<file path="src/rtl/fibo.sv">
// Iterative Fibonacci engine: fib(i) modulo 2^FW,
// computed by a three-state Moore FSM.
module fibo #(
  parameter int IW = 5,
  parameter int FW = 20
) (
  input  logic          clk,
  input  logic          rst,
  input  logic          start,
  input  logic [IW-1:0] i,
  output logic          ready,
  output logic          done_tick,
  output logic [FW-1:0] f
);

  typedef enum logic [1:0] {
    IDLE,
    OP,
    DONE
  } state_t;

  state_t        state, state_nxt;
  logic [FW-1:0] t0, t0_nxt;
  logic [FW-1:0] t1, t1_nxt;
  logic [IW-1:0] n, n_nxt;

  always_ff @(posedge clk or negedge rst) begin
    if (!rst) begin
      state <= IDLE;
      t0    <= '0;
      t1    <= '0;
      n     <= '0;
    end else begin
      state <= state_nxt;
      t0    <= t0_nxt;
      t1    <= t1_nxt;
      n     <= n_nxt;
    end
  end

  always_comb begin
    state_nxt = state;
    t0_nxt    = t0;
    t1_nxt    = t1;
    n_nxt     = n;
    ready     = 1'b0;
    done_tick = 1'b0;
    unique case (state)
      IDLE: begin
        ready = 1'b1;
        if (start) begin
          t0_nxt    = '0;
          t1_nxt    = FW'(1);
          n_nxt     = i;
          state_nxt = OP;
        end
      end
      OP: begin
        if (n == '0) begin
          t1_nxt    = '0;
          state_nxt = DONE;
        end else if (n == IW'(1)) begin
          state_nxt = DONE;
        end else begin
          // sum wraps modulo 2^FW by construction
          t1_nxt = t1 + t0;
          t0_nxt = t1;
          n_nxt  = n - IW'(1);
        end
      end
      DONE: begin
        done_tick = 1'b1;
        state_nxt = IDLE;
      end
      default: state_nxt = IDLE;
    endcase
  end

  assign f = t1;

endmodule

</file>
<file path="config.mk">
export PLATFORM = sky130hd
export DESIGN_NAME = fibo
export DESIGN_NICKNAME = d
export VERILOG_FILES = /design/src/rtl/fibo.sv
export SDC_FILE = /design/constraint.sdc
export NUM_CORES = 1
export LEC_CHECK = 0
export BUFFER_PORTS_ARGS = -buffer_cell sky130_fd_sc_hd__buf_2
export CAP_MARGIN = 20
export CELL_PAD_IN_SITES_DETAIL_PLACEMENT = 1
export CELL_PAD_IN_SITES_GLOBAL_PLACEMENT = 1
export CORE_AREA = 5 5 90 92
export DETAILED_ROUTE_END_ITERATION = 16
export DIE_AREA = 0 0 95 97
export GPL_ROUTABILITY_DRIVEN = 0
export MAX_ROUTING_LAYER = met4
export PLACE_DENSITY = 0.69
export REMOVE_ABC_BUFFERS = 1
export SETUP_SLACK_MARGIN = 0.02
export SYNTH_ARGS = -nofsm -noshare
export SYNTH_HDL_FRONTEND = slang
export SYNTH_SLANG_ARGS = --single-unit
</file>
<file path="constraint.sdc">
create_clock -name clk -period 3.38 [get_ports clk]
set_clock_uncertainty 0.1 [all_clocks]
set_input_delay 0.507 -clock clk [delete_from_list [all_inputs] [get_ports clk]]
set_output_delay 0.507 -clock clk [all_outputs]
set_load 0.1 [all_outputs]
</file>
==> flow_summary_export.csv <==
group,metric,value,unit
status,status,"finished, final reports clean",
timing,setup_ws,652,ps
layout,finalNetCount,336,
global_route,grt_util_met1,21.4,%
synth,synth_compound_area_share,27.5,%
synth,synth.area.mux_share,0,%
layout,drive_above_1_share,16.3,%
global_route,grt_max_degree,48,
timing,fin_crit_sh,80.7,%
setup_path,worstSetupEndpoint,"f[18]",
synth,syn-cell-area,2780,um2
setup_path,arrival,2820,ps
floorplanning,die_y,97,um
cts,clock_sinks,47,
route,drc,0,
global_route,antenna_found_initial,0,
setup_path,cp_max_fo,4,
route,ant_nets,0,
synth,synth-seq-cells,47,
global_route,grt_use_met2,23.3,%
timing,relSlewSlack,55.9,%
synth,synth_cell_types,46,
global_route,grt_pass1_vias,2336,
synth,synth_seq_area_share,42.2,%
synth,synthFlopType,"dfrtp_1",
synth,synth_top_family_by_area,"compound AO/OA/AOI/OAI gates",
placed_design,place_area,3020,um2
placed_design,place_ws,747,ps
synth,synthTopCellsByCount,"dfrtp_1, a22o_1, nand2_1, ha_1, a21oi_1",
cts,h-tree-depth,2,
run,drv_cap,0,
floorplanning,pin_count,30,
global_route,grt_util_met3,2.48,%
timing,rsz0062_at_grt,"no",
cts,worstSkewPairLatency,310,ps
synth,ys_async_sr_fraction,100,%
route,drt_iter0_drc,41,
synth,postSynthCellCount,278,
cts,cts.path.max_buffers,2,
placed_design,placedCellCount,397,
setup_path,startpoint,"f[0]",
route,dr.pass1.iters,4,
route,drt-total-wl,6.55,mm
setup_path,worstPathCellList,"ha_1 > fa_1 > a21oi_1 > nor2_1 > o31a_1 > a311oi_1 > o21ai_1 > xor2_1 > a22o_1",
timing,fmax,0.367,GHz
setup_path,ff2ff_path_depth,9,
placed_design,dp_hpwl,4.58,mm
floorplanning,die_w,95,um
global_route,grtUsageTotal,15.3,%
route,wl_per_cell,16.1,um
synth,yosys.area_share.simple,12.8,%
route,dr_total_vias,2243,
timing,hold_viol,0,
setup_path,slowest_delay,420,ps
synth,synth_xor_xnor_area_share,4.72,%
cts,postCtsResizedCells,0,
synth,synth_warnings,0,
placed_design,io_buffers,29,
synth,synth_top_cell_area_share,42.2,%
setup_path,crit_required,3470,ps
synth,syn_avg_cell_area,10.0,um2
worst_hold_path,hold_path.class,"input pin to async pin",
pwr,vdd_ir_drop_max,259,uV
cts,hold_buffers,0,
setup_path,crit_slowest_cell,"dfrtp_1",
floorplanning,row_count,31,
layout,syn_to_final_growth,12.4,%
setup_path,r2r-end,"f[18]",
pwr,leakage,1.57,nW
setup_path,cp-end-kind,"register",
layout,instances_no_fill,406,
global_route,grt-busiest-layer,"met2",
synth,yosys.area.top_type,"dfrtp_1",
cts,tritoncts,"done",
cts,cts_buffers,5,
layout,num-fill-cells,844,
cts,root_buffer,"clkbuf_8",
setup_path,r2r_setup_slack,650,ps
timing,slew_viol_final,0,
global_route,grt_pass1_wl,11.2,mm
layout,fin_util,43.8,%
setup_path,timing.rr.start,"f[0]",
layout,num_antenna_cells,0,
setup_path,critPathKind,"register to register",
synth,synth_top_cells_by_area,"dfrtp_1, a22o_1, ha_1",
synth,synth-adder-area-share,10.2,%
route,via_per_inst,5.52,
timing,setup_viol_count_final,0,
setup_path,start_kind,"register",
synth,synth-edff-count,0,
pwr,power_density,687,nW/um2
cts,cts.clk_slew.worst_paths,100,ps
floorplanning,die_area,9220,um2
floorplanning,start_util,39.0,%
timing,totalNegativeSetupSlack,0,ps
floorplanning,core_region_area,7140,um2
layout,stdcell_area,3130,um2
cts,post_cts_buffers,0,
global_route,grt_overflow,0,
timing,worst_pin_slew,662,ps
timing,period_minus_slack,2730,ps
synth,yosysMostFrequentCell,"dfrtp_1",
[cells in the final DEF (no fill, tap or decap), types with 2 or more instances in the layout]
master / synthesis / final
a21oi_1: 20 / 19
a311oi_1: 2 / 2
inv_1: 4 / 4
nand4_1: 2 / 2
xor2_1: 6 / 6
o211ai_1: 2 / 2
a22o_1: 36 / 36
buf_2: 4 / 29
nand2_1: 24 / 24
a21o_1: 4 / 4
o21a_1: 2 / 2
a22oi_1: 2 / 2
and3_1: 2 / 2
nand3_1: 8 / 8
a21oi_2: 1 / 2
or3_1: 2 / 2
clkbuf_8: 0 / 5
o21ai_0: 8 / 8
nor2_1: 17 / 17
o21ai_1: 8 / 8
a31oi_1: 3 / 3
xnor2_1: 9 / 9
buf_4: 0 / 3
dfrtp_1: 47 / 47
nor3_1: 4 / 4
nor2b_1: 8 / 8
ha_1: 21 / 21
clkinv_2: 0 / 2
a211oi_2: 3 / 3
nand2b_1: 4 / 4
[layout make-up]
type | count | area (um2) | area share (%)
Multi-Input combinational cell | 215 | 1540 | 49.2
Sequential cell | 47 | 1180 | 37.6
Timing Repair Buffer | 33 | 188 | 6.00
Tap cell | 99 | 124 | 3.96
Clock buffer | 5 | 68.8 | 2.20
Clock inverter | 3 | 18.8 | 0.600
Inverter | 4 | 15.0 | 0.480
[state kept, by name, indices dropped and copies added (netlist names)]
| register | flops |
|---|---|
| f | 20 |
| n | 5 |
| state | 2 |
| t0 | 20 |
[worst min path at each step]
| stage | to | slack, ps | cells after the start |
|---|---|---|---|
| final | t0[15] | 20 | 1 |
| after global routing | t0[15] | 50 | 1 |
| after CTS | t0[15] | 330 | 1 |
| after detailed placement | t0[19] | 390 | 2 |
| after global placement | t0[19] | 370 | 2 |
| after floorplan | f[0] | 110 | 0 |
[metal layers]
layer  wire, um  up-vias
met1       3330     1117
li1           -     1097
met4         61        0
met2       2960       25
met3        194        4
met5          0        -
[worst max-delay path: cells and delay by family, from the launching register on]
family / cells / cell delay [ps]
xor+xnor: 1 / 150
fa+ha+maj: 2 / 640
simple gates: 1 / 100
compound gates: 5 / 1210
flops: 1 / 420
[power by group]
part	internal (W)	switching, W	total [W]
logic	0.000283	0.000768	0.00105
registers	0.000660	0.0000885	0.000748
clock network	0.000146	0.000205	0.000352
total	0.00109	0.00106	0.00215
[per-stage QoR]
stage	hold WS, ps	power (W)
2_1_floorplan	111	0.00152
3_3_place_gp	370	0.00181
3_5_place_dp	386	0.00183
4_1_cts	331	0.00219
5_1_grt	46.3	0.00231
6_report	15.6	0.00215
[logic make-up after synthesis]
| family | count (synthesis) |
|---|---|
| adder cells (fa/ha/maj) | 22 |
| buffers and inverters | 16 |
| AO/OA/AOI/OAI | 103 |
| AND/OR/NAND/NOR | 75 |
| XOR/XNOR | 15 |
| flip-flops | 47 |
Power figures use the tool's default switching activity.
